`src/rtl/max7219_pkg.sv`:
```
// Shared MAX7219 register map, command-word helper and sequencer state type.
package max7219_pkg;

  localparam logic [3:0] REG_DIGIT0    = 4'h1;
  localparam logic [3:0] REG_DIGIT1    = 4'h2;
  localparam logic [3:0] REG_DIGIT2    = 4'h3;
  localparam logic [3:0] REG_DIGIT3    = 4'h4;
  localparam logic [3:0] REG_DIGIT4    = 4'h5;
  localparam logic [3:0] REG_DIGIT5    = 4'h6;
  localparam logic [3:0] REG_DIGIT6    = 4'h7;
  localparam logic [3:0] REG_DIGIT7    = 4'h8;
  localparam logic [3:0] REG_DECODE    = 4'h9;
  localparam logic [3:0] REG_INTENSITY = 4'hA;
  localparam logic [3:0] REG_SCAN      = 4'hB;
  localparam logic [3:0] REG_SHUTDOWN  = 4'hC;
  localparam logic [3:0] REG_TEST      = 4'hF;

  typedef enum logic [2:0] {INIT, IDLE, INTEN, LATCH, SEND} state_t;

  function automatic logic [15:0] cmd_word(input logic [3:0] addr, input logic [7:0] data);
    return {4'h0, addr, data};
  endfunction

endpackage

```
`src/rtl/max7219_init_rom.sv`:
```
// Chip initialisation command table: index -> 16-bit MAX7219 word, with last-entry flag.
module max7219_init_rom
  import max7219_pkg::*;
(
  input  logic [2:0]  cmd_idx,
  input  logic [3:0]  intensity,
  output logic [15:0] word,
  output logic        last
);

  always_comb begin
    word = '0;
    last = 1'b0;
    case (cmd_idx)
      3'd0:    word = cmd_word(REG_SHUTDOWN, 8'h01);
      3'd1:    word = cmd_word(REG_DECODE, 8'h00);
      3'd2:    word = cmd_word(REG_SCAN, 8'h07);
      3'd3:    word = cmd_word(REG_INTENSITY, {4'h0, intensity});
      default: begin
        word = cmd_word(REG_TEST, 8'h00);
        last = 1'b1;
      end
    endcase
  end

endmodule

```
`src/rtl/max7219_frame_sequencer.sv`:
```
// Feeds init commands, intensity updates and latched frames, one digit register per
// chain load, to a MAX7219 daisy-chain serializer over a valid/ready handshake.
module max7219_frame_sequencer
  import max7219_pkg::*;
#(
  parameter int unsigned DISP_ROWS     = 1,
  parameter int unsigned DISP_COLUMNS  = 1,
  parameter int unsigned REINIT_FRAMES = 64
) (
  input  logic                                                i_Clk,
  input  logic                                                i_Rst,
  input  logic [0:7][DISP_ROWS-1:0][DISP_COLUMNS-1:0][15:0]  i_Frame,
  input  logic                                                i_FrameValid,
  output logic                                                o_FrameAck,
  input  logic [3:0]                                          i_Intensity,
  output logic [DISP_ROWS-1:0][DISP_COLUMNS-1:0][15:0]       o_Chain,
  output logic                                                o_ChainValid,
  input  logic                                                i_ChainReady,
  output logic                                                o_InitDone,
  output logic                                                o_Busy
);

  localparam int unsigned CNT_W = (REINIT_FRAMES == 0) ? 1 : $clog2(REINIT_FRAMES + 1);
  localparam logic [CNT_W-1:0] CNT_MAX = CNT_W'(REINIT_FRAMES);

  state_t state, state_n;
  logic                                               active;
  logic [2:0]                                         cmd_idx;
  logic [2:0]                                         digit;
  logic [CNT_W-1:0]                                   frame_cnt;
  logic [3:0]                                         last_inten;
  logic [3:0]                                         inten_hold;
  logic                                               inten_held;
  logic                                               init_done;
  logic [0:7][DISP_ROWS-1:0][DISP_COLUMNS-1:0][15:0]  frame_buf;

  logic        xfer;
  logic        reinit_due;
  logic        is_inten_word;
  logic [3:0]  inten_eff;
  logic [15:0] rom_word;
  logic        rom_last;
  logic [15:0] bcast_word;

  // Intensity is taken live on the first cycle its word is offered, then frozen
  // so the word cannot change while the serializer stalls.
  assign inten_eff     = inten_held ? inten_hold : i_Intensity;
  assign xfer          = o_ChainValid & i_ChainReady;
  assign reinit_due    = (REINIT_FRAMES != 0) && (frame_cnt == CNT_MAX);
  assign is_inten_word = ((state == INIT) && (cmd_idx == 3'd3)) || (state == INTEN);

  max7219_init_rom u_init_rom (
    .cmd_idx   (cmd_idx),
    .intensity (inten_eff),
    .word      (rom_word),
    .last      (rom_last)
  );

  always_ff @(posedge i_Clk) begin
    if (!i_Rst) begin
      state <= INIT;
    end else if (active) begin
      state <= state_n;
    end
  end

  always_comb begin
    state_n = state;
    case (state)
      INIT:    if (xfer && rom_last) state_n = IDLE;
      IDLE: begin
        if (reinit_due)                     state_n = INIT;
        else if (i_Intensity != last_inten) state_n = INTEN;
        else if (i_FrameValid)              state_n = LATCH;
      end
      INTEN:   if (xfer) state_n = IDLE;
      LATCH:   state_n = SEND;
      SEND:    if (xfer && (digit == 3'd7)) state_n = IDLE;
      default: state_n = INIT;
    endcase
  end

  always_comb begin
    bcast_word   = '0;
    o_ChainValid = 1'b0;
    o_FrameAck   = 1'b0;
    if (active) begin
      case (state)
        INIT: begin
          o_ChainValid = 1'b1;
          bcast_word   = rom_word;
        end
        INTEN: begin
          o_ChainValid = 1'b1;
          bcast_word   = cmd_word(REG_INTENSITY, {4'h0, inten_eff});
        end
        LATCH:   o_FrameAck = 1'b1;
        SEND:    o_ChainValid = 1'b1;
        default: ;
      endcase
    end
    for (int unsigned r = 0; r < DISP_ROWS; r++) begin
      for (int unsigned c = 0; c < DISP_COLUMNS; c++) begin
        o_Chain[r][c] = bcast_word;
      end
    end
    if (active && (state == SEND)) o_Chain = frame_buf[digit];
  end

  assign o_Busy     = active && (state != IDLE);
  assign o_InitDone = init_done;

  // active holds outputs quiet for the cycle in which reset is released.
  always_ff @(posedge i_Clk) begin
    if (!i_Rst) begin
      active     <= 1'b0;
      cmd_idx    <= '0;
      digit      <= '0;
      frame_cnt  <= '0;
      last_inten <= '0;
      inten_hold <= '0;
      inten_held <= 1'b0;
      init_done  <= 1'b0;
    end else begin
      active <= 1'b1;
      if (active) begin
        case (state)
          INIT: if (xfer) begin
            cmd_idx <= rom_last ? '0 : cmd_idx + 3'd1;
            if (rom_last) init_done <= 1'b1;
          end
          IDLE: if (reinit_due) begin
            frame_cnt <= '0;
            cmd_idx   <= '0;
          end
          LATCH: digit <= '0;
          SEND: if (xfer) begin
            digit <= digit + 3'd1;
            if ((digit == 3'd7) && (frame_cnt != CNT_MAX)) frame_cnt <= frame_cnt + 1'b1;
          end
          default: ;
        endcase
        if (is_inten_word && o_ChainValid) begin
          if (xfer) begin
            inten_held <= 1'b0;
            last_inten <= inten_eff;
          end else begin
            inten_held <= 1'b1;
            inten_hold <= inten_eff;
          end
        end
      end
    end
  end

  always_ff @(posedge i_Clk) begin
    if (active && (state == LATCH)) frame_buf <= i_Frame;
  end

endmodule

```
`config.mk`:
```
export PLATFORM = sky130hd
export DESIGN_NAME = max7219_frame_sequencer
export DESIGN_NICKNAME = d
export VERILOG_FILES = /design/src/rtl/max7219_pkg.sv /design/src/rtl/max7219_init_rom.sv /design/src/rtl/max7219_frame_sequencer.sv
export SDC_FILE = /design/constraint.sdc
export NUM_CORES = 1
export LEC_CHECK = 0
export ABC_AREA = 0
export CAP_MARGIN = 20
export CORE_ASPECT_RATIO = 1.5
export CORE_UTILIZATION = 44
export DETAILED_ROUTE_END_ITERATION = 8
export PLACE_DENSITY_LB_ADDON = 0.08
export SYNTH_ARGS = -nofsm -noshare
export SYNTH_HDL_FRONTEND = slang
export SYNTH_SLANG_ARGS = --single-unit
```
`constraint.sdc`:
```
create_clock -name i_Clk -period 5.51 [get_ports i_Clk]
set_input_delay 0.551 -clock i_Clk [delete_from_list [all_inputs] [get_ports i_Clk]]
set_output_delay 0.551 -clock i_Clk [all_outputs]
set_load 0.02 [all_outputs]
```
### Yosys cells after proc, flatten, opt, wreduce, memory -nomap -nowiden

Index checks and enable logic that the tools add are counted.

| storage, ports and cells | value |
|---|---|
| register bits after elaboration | 155 |
| bits of input ports | 136 |
| output and inout port bits | 20 |
| logic and storage cells | 101 |

| operators by class | value |
|---|---|
| bitwise gates (word level) | 4 |
| multiplexer cells | 32 |
| equality and inequality tests | 20 |
| add/subtract/negate cells | 3 |
| $lt $le $gt $ge | 1 |
| reductions and logical operators | 24 |

Operators by type and width:

| cell | number |
|---|---|
| 16-bit 2-to-1 mux | 4 |
| 16-bit binary-select mux with 3-bit select | 1 |
| 11-bit one-hot mux with 4 select lines | 1 |
| 16-bit one-hot mux with 2 select lines | 1 |
| 3-bit 2-to-1 mux | 10 |
| 7-bit 2-to-1 mux | 3 |
| 3-bit one-hot mux with 5 select lines | 1 |
| 7-bit one-hot mux with 2 select lines | 1 |
| 3-bit by 2-bit == test with 1-bit output, second input constant | 4 |
| 3-bit one-hot mux with 2 select lines | 2 |
| 2-bit inequality test, second input constant | 5 |
| 5-bit AND reduction | 2 |
| 3-bit AND reduction | 3 |
| 1-bit logical AND | 8 |
| 4-bit AND reduction | 2 |
| 7-bit by 1-bit adder with 7-bit output, second input constant | 1 |
| 7-bit == test, second input constant | 1 |
| 1-bit 2-to-1 mux | 7 |
| 7-bit inequality test, second input constant | 1 |
| 3-bit by 1-bit adder with 3-bit output, second input constant | 2 |
| 3-bit by 1-bit == test with 1-bit output, second input constant | 2 |
| 3-bit == test, second input constant | 2 |
| 3-bit zero test | 2 |
| 2-bit nonzero test | 3 |
| other kinds (13) | 15 |

### Longest topological paths before layout

Gate-level depths: netlist (run 1).

| logic depth | value |
|---|---|
| word-level depth | 8 |
| gate-level depth with buffers | 7 |
| depth with buffers taken out | 7 |

### Modules after synthesis

From an unflattened synthesis (run 1), not the netlist that was laid out.

| unflattened totals | value |
|---|---|
| cell total of the unflattened synthesis | 423 |
| area, all modules | 6655.1 um^2 |

By module, submodules not included:

| module | instances | cells each | area an instance (um^2) | sequential area each (um^2) |
|---|---|---|---|---|
| max7219_frame_sequencer | 1 | 398 | 6507.5 | 4384.2 |
| max7219_init_rom | 1 | 25 | 147.6 | 0.0 |

### Worst setup path before layout (run 1)

No wires, ideal clock.

| path | value |
|---|---|
| path kind | reg2out |
| start point | register state[0] |
| end point | output port o_FrameAck |
| arrival time | 3.941 ns |
| buffers on the path | 1 |
| setup slack | 1.018 ns |
| stages on the path, launching flop included | 4 |
| required time | 4.959 ns |
| path through | dfxtp_1 > buf_2 > and3_1 > and2_1 |

| on the way | value |
|---|---|
| word-level cells in the longest chain between the ends | 3 |

RTL lines:

| element | RTL line | source |
|---|---|---|
| start: declaration | max7219_frame_sequencer.sv:26 | `state_t state, state_n;` |
| start signal: assignment | max7219_frame_sequencer.sv:63 | `state <= state_n;` |
| 3-bit by 2-bit == test with 1-bit output | max7219_frame_sequencer.sv:88 | `case (state)` |
| 1-bit 2-to-1 mux | max7219_frame_sequencer.sv:88 |  |
| 1-bit 2-to-1 mux | max7219_frame_sequencer.sv:87 | `if (active) begin` |
| end: declaration | max7219_frame_sequencer.sv:14 | `output logic o_FrameAck,` |

Every way passes these cells.

==> results.ini, run 1 <==
[synth]
ys_top_cells_by_area=edfxtp_1, mux4_2, dfxtp_1, mux2i_1, ha_1
synthFlopType=edfxtp_1
synth-seq-cells=155
synth.avg_cell_area_um2=16.4
synth_edf_count=128
seq_area_frac_synth_pct=66.7
yosysWarnings=0
synthDistinctLibCells=51
syn_area_um2=6570
synth_cells=400
synth_fp_nets=546
synth_top_area_cell=edfxtp_1
postSynth.asyncResetShare_pct=0
yosysTopAreaCellShare_pct=58.5

[routing]
vias_per_cell=5.17
dr.pass1.iters=4
met3_length_um=747
dr.max_layer_used=met4
routed_wl_um=14000
wl_met1_um=5110
route.detailed.drc=0
ant_nets=0
routedWlPerCell_um=18.3
drtIter0Drc=160
vias=3964
met2_wirelength_um=7960

[grt]
antenna_found_initial=0
grt_pass1_vias=4154
grtUsageTotal_pct=19.3
grt_max_degree=88
overflow=0
grt_pass1_wl_um=21300

[critical_path]
cp_max_fo=21
cp-start-kind=flip-flop
cp.arrival_ns=3.21
reg2reg_setup_slack_ns=2.62
cp_slowest_cell=dfxtp_2
crit_required_ns=4.96
crit_chain=buf_4, mux4_2, mux2i_1, o32ai_1, clkdlybuf4s50_1
worstSetupPathType=flip-flop to primary output
timing.rr.start=state[0]$_SDFFE_PN0P_
cp-end-kind=primary output
reg2reg_to=frame_buf[26]$_DFFE_PP_
slowest_delay_ns=0.82
reg2regPathDepth=3

[cts]
post_cts_resized=0
clock_path_buffers=2
cts_made_buffers=17
cts_max_level=4
clock_sinks=155
cts_setup_buffers=0
clockRootBuffer=clkbuf_16
clk_latency_ns=0.41
clkTransAtPathRegs_ns=0.06
cts_tree=built
cts_hold_buffers=0

[timing]
fmax_mhz=266
layout_min_cycle_time_ns=3.76
drv_slew=0
setup_viol=0
tns_ns=0
grt_setup_unrepaired=no
fin_crit_sh_pct=68.3
worstMarginPinSlew_ns=1.05
layout_setup_ws_ns=1.75
skew_ns=0.00814
hold_violations=0
max-slew-margin-rel_pct=29.8

[cells_and_area]
drive_gt1_share_pct=14.2
design_area_um2=8830
num_antenna_cells=0
area_growth_pct=34.4
fin_nets=703

[floorplanning]
io-pin-count=156
core_um2=14600
die_x_um=102
die-area_um2=15400
floorplan.initialDensity_pct=45.0
die_h_um=152
rows=54

[pwr]
switchingPower_mw=0.542
p_int_mw=1.97
p_seq_share_pct=50.8
ir_worst_vdd_v=0.000163
clkPwrFrac_pct=42.3
p_per_area_nw_per_um2=284
p_leak_nw=2.94
p_comb_share_pct=6.8
p_sw_share_pct=21.6

[hold_path]
holdPathStages=2
whs_endpoint=cmd_idx[1]$_SDFFE_PN0P_
hp-class=flip-flop to flip-flop
min_from=cmd_idx[1]$_SDFFE_PN0P_

[place]
placed_area_um2=8290
gp_congestion=0.771
hpwl_um=9990
portBuffers=155
dp_slack_ns=2.13

[flow_run]
cap_violations=0

[status]
status=complete, no violations

==> cells in the final DEF (no fill, tap or decap), types with 6 or more instances in the layout <==
master	synthesis	layout
nor2_1	22	22
mux2i_1	27	27
clkbuf_16	0	17
clkdlybuf4s50_1	0	155
dfxtp_1	27	25
o21ai_0	8	8
mux4_2	32	32
nor2b_1	12	12
ha_1	10	10
inv_1	6	6
a21oi_1	13	13
inv_6	0	6
and3_1	6	6
edfxtp_1	128	128
nand2_1	18	18
==> synthesized netlist by cell type (all sizes together) (7+ instances only) <==
library cell    n
nand2          19
mux4           32
a21oi          13
ha             10
o21ai          11
nor2b          12
and2            7
dfxtp          27
mux2i          27
edfxtp        128
buf            14
nor2           24
==> layout make-up <==
| type | count | area (µm²) |
|---|---|---|
| Clock buffer | 18 | 429 |
| Clock inverter | 14 | 111 |
| Fill cell | 1143 | 5760 |
| Inverter | 6 | 22.5 |
| Multi-Input combinational cell | 219 | 2060 |
| Sequential cell | 155 | 4390 |
| Tap cell | 196 | 245 |
| Timing Repair Buffer | 158 | 1570 |
==> cell families after synthesis <==
group / share of synthesized area, %
xor+xnor: 0.533
mux: 15.8
fa+ha+maj: 1.90
simple gates: 7.37
flops: 66.7
compound gates: 5.75
buf+inv: 1.94
==> sequential cells by signal, summed over array words and instances (netlist names) <==
name        flops
active          1
cmd_idx         3
digit           3
frame_buf     128
frame_cnt       7
inten_held      1
inten_hold      4
last_inten      4
o_InitDone      1
state           3
==> power by group through the flow <==
stage / sequential [mW] / clock, mW / combinational (mW)
2_1_floorplan: 1.30 / 0 / 0.0504
3_3_place_gp: 1.30 / 0 / 0.171
3_5_place_dp: 1.30 / 0 / 0.173
4_1_cts: 1.27 / 1.09 / 0.173
5_1_grt: 1.28 / 1.15 / 0.185
6_report: 1.27 / 1.06 / 0.172
==> how the worst max path moves through the flow <==
stage | startpoint | endpoint | slack [ns] | cells past startpoint
after floorplan | state[0]$_SDFFE_PN0P_ | o_FrameAck | 1.02 | 3
after global placement | digit[0]$_SDFFE_PN0P_ | o_Chain[3] | 2.13 | 5
after detailed placement | digit[0]$_SDFFE_PN0P_ | o_Chain[3] | 2.13 | 5
after CTS | digit[0]$_SDFFE_PN0P_ | o_Chain[3] | 1.69 | 5
after global routing | digit[0]$_SDFFE_PN0P_ | o_Chain[3] | 1.54 | 5
final | digit[0]$_SDFFE_PN0P_ | o_Chain[3] | 1.75 | 5
==> worst max-delay path: cells and delay by family, from the launching register on <==
kind,cells,cell delay (ns)
flip-flops,1,0.82
buffers and inverters,2,0.99
multiplexers,2,0.82
AO/OA/AOI/OAI,1,0.16
==> through the flow <==
step	hold WS, ns	cells	total power [mW]	util [%]
floorplan	0.467	400	1.35	-
CTS	0.506	766	2.54	60.5
global route	0.508	766	2.61	60.5
detailed placement	0.490	734	1.47	56.8
finish	0.501	766	2.51	60.5
global placement	0.478	734	1.47	56.8
==> layer usage <==
metal  vias up  GRT usage, %
li1       1885             -
met1      1945          20.7
met2       120          35.7
met3        14          5.50
met4         0          6.67
met5         -             0
No activity file was read; power rests on OpenSTA's default activity.
==> inputs of run 2 (changes only) <==
Clock period 5.51 ns to 3.51 ns, I/O delays scaled along.
==> results.ini, run 2 (synthesis gave the netlist of run 1 again) <==
[status]
status=complete, no violations  ; unchanged

[critical_path]
cp_max_fo=18  ; was 21
slowest_delay_ns=0.65  ; was 0.82 ns
cp.arrival_ns=2.60  ; was 3.21 ns
worstSetupPathType=flip-flop to primary output  ; unchanged
cpLargestDelayFamily=simple AND/OR/NAND/NOR gates  ; was buffers and inverters
crit_chain=nor3b_4, nand2_2, o22ai_1, clkdlybuf4s50_1  ; was buf_4, mux4_2, mux2i_1, o32ai_1, clkdlybuf4s50_1
cp_num_buf_inv=1  ; was 2
crit_required_ns=3.16  ; was 4.96 ns
cp_slowest_cell=clkdlybuf4s50_1  ; was dfxtp_2
cp-end-kind=primary output  ; unchanged
cp-start-kind=flip-flop  ; unchanged

[flow_run]
cap_violations=0  ; unchanged

[timing]
layout_setup_ws_ns=0.555  ; was 1.75 ns
layout_min_cycle_time_ns=2.95
max-slew-margin-rel_pct=54.4  ; was 29.8%
drv_slew=0  ; unchanged
worstMarginPinSlew_ns=0.684  ; was 1.05 ns
skew_ns=0.0121  ; was 0.00814 ns
hold_violations=0  ; unchanged
fmax_mhz=338
fin_crit_sh_pct=84.2
setup_viol=0  ; unchanged
tns_ns=0  ; unchanged
grt_setup_unrepaired=no  ; unchanged

[place]
placed_area_um2=8340  ; was 8290 µm²
gp_congestion=0.807  ; was 0.771
hpwl_um=9820  ; was 9990 µm
dp_slack_ns=0.939  ; was 2.13 ns
portBuffers=155  ; unchanged

[routing]
ant_nets=0  ; unchanged
met3_length_um=910  ; was 747 µm
met2_wirelength_um=7610  ; was 7960 µm
routedWlPerCell_um=17.8  ; was 18.3 µm
dr.max_layer_used=met4  ; unchanged
vias_per_cell=5.15  ; was 5.17
route.detailed.drc=0  ; unchanged
drtIter0Drc=154  ; was 160
vias=3957  ; was 3964
wl_met1_um=5000  ; was 5110 µm
routed_wl_um=13700  ; was 14000 µm
dr.pass1.iters=4  ; unchanged

[pwr]
p_comb_share_pct=6.8  ; about the same
p_per_area_nw_per_um2=453  ; was 284 nW/µm²
switchingPower_mw=0.820  ; was 0.542 mW
p_seq_share_pct=49.6  ; was 50.8%
p_leak_nw=2.98  ; was 2.94 nW
p_int_mw=3.22  ; was 1.97 mW
p_sw_share_pct=20.3  ; was 21.6%
ir_worst_vdd_v=0.000285  ; was 0.000163 V
clkPwrFrac_pct=43.6  ; was 42.3%

[grt]
antenna_found_initial=0  ; unchanged
overflow=0  ; unchanged
grt_pass1_wl_um=20800  ; was 21300 µm
grt_pass1_vias=4193  ; was 4154
grt_max_degree=130  ; was 88
grtUsageTotal_pct=18.7  ; was 19.3%

[cells_and_area]
drive_gt1_share_pct=14.5  ; was 14.2%
area_growth_pct=35.6  ; was 34.4%
fillers=1163  ; was 1143
fin_nets=706  ; was 703
largest_register_ffs=128  ; unchanged
num_antenna_cells=0  ; unchanged
most-common-layout-cells=clkdlybuf4s50_1, edfxtp_1, mux4_2  ; unchanged
design_area_um2=8910  ; was 8830 µm²
regArea_um2=4390  ; unchanged
multi_input_area_um2=2060  ; unchanged
top_register=frame_buf  ; unchanged
final_common_cell=clkdlybuf4s50_1  ; unchanged
largestRegisters=frame_buf (128), frame_cnt (7)  ; unchanged

[cts]
cts_hold_buffers=0  ; unchanged
clockRootBuffer=clkbuf_16  ; unchanged
cts_max_level=4  ; unchanged
clock_path_buffers=2  ; unchanged
cts_made_buffers=17  ; unchanged
post_cts_resized=0  ; unchanged
cts_setup_buffers=0  ; unchanged
clk_latency_ns=0.41  ; about the same
clkTransAtPathRegs_ns=0.07  ; was 0.06 ns
cts_tree=built  ; unchanged
clock_sinks=155  ; unchanged

[floorplanning]
rows=54  ; unchanged
floorplan.initialDensity_pct=45.0  ; unchanged
die-area_um2=15400  ; unchanged
core_um2=14600  ; unchanged
die_h_um=152  ; unchanged
io-pin-count=156  ; unchanged
die_x_um=102  ; unchanged

[hold_path]
hp-class=input port to flip-flop  ; was flip-flop to flip-flop

## run 2: cell count changes in the layout (fill, tap and decap cells not counted), sizes merged
cell      delta
buf          +3
bufinv       +2
clkbuf       -1
clkinv       +4
clkinvlp     -2
inv          -4
## run 2: per-stage QoR
| step | cells | hold WS [ns] | total power, mW | utilization, % |
|---|---|---|---|---|
| final | 768 | 0.492 | 4.04 | 61.0 |
| after global routing | 768 | 0.477 | 4.16 | 61.0 |
| after CTS | 768 | 0.472 | 4.08 | 61.0 |
| after detailed placement | 737 | 0.488 | 2.32 | 57.1 |
| after global placement | 737 | 0.478 | 2.31 | 57.1 |
| after floorplan | 400 | 0.379 | 2.12 | - |
## run 2: cell type report
class / instances / share of cell area (%)
repair buffers: 161 / 18.2
multi-input cells: 219 / 23.1
clock inverters: 14 / 1.63
flip-flops and latches: 155 / 49.2
clock buffers: 17 / 4.78
well taps: 196 / 2.75
inverters: 6 / 0.253
## run 2: power groups by stage
stage	registers [mW]	clock network (mW)	logic, mW
4_1_cts	2.00	1.80	0.276
2_1_floorplan	2.04	0	0.0791
3_3_place_gp	2.04	0	0.274
3_5_place_dp	2.04	0	0.275
5_1_grt	2.00	1.86	0.293
6_report	2.00	1.76	0.274
## run 2: worst paths after layout
check                                           startpoint                          to  slack (ns)  cells after the start
worst max-delay path                 state[2]$_SDFFE_PN0P_                  o_Chain[0]        0.56                      4
worst min-delay path                           i_Frame[50]     frame_buf[50]$_DFFE_PP_        0.49                      1
worst max register to register       digit[1]$_SDFFE_PN0P_       state[1]$_SDFFE_PN0P_        1.26                      7
worst min register to register  inten_hold[1]$_SDFFE_PN0P_  inten_hold[1]$_SDFFE_PN0P_        0.50                      1
## run 2: metal layers
metal  track usage (%)  vias up
met1              20.5     1937
met2              34.0      123
met5                 0        -
met3              5.46       12
li1                  -     1885
met4              6.74        0
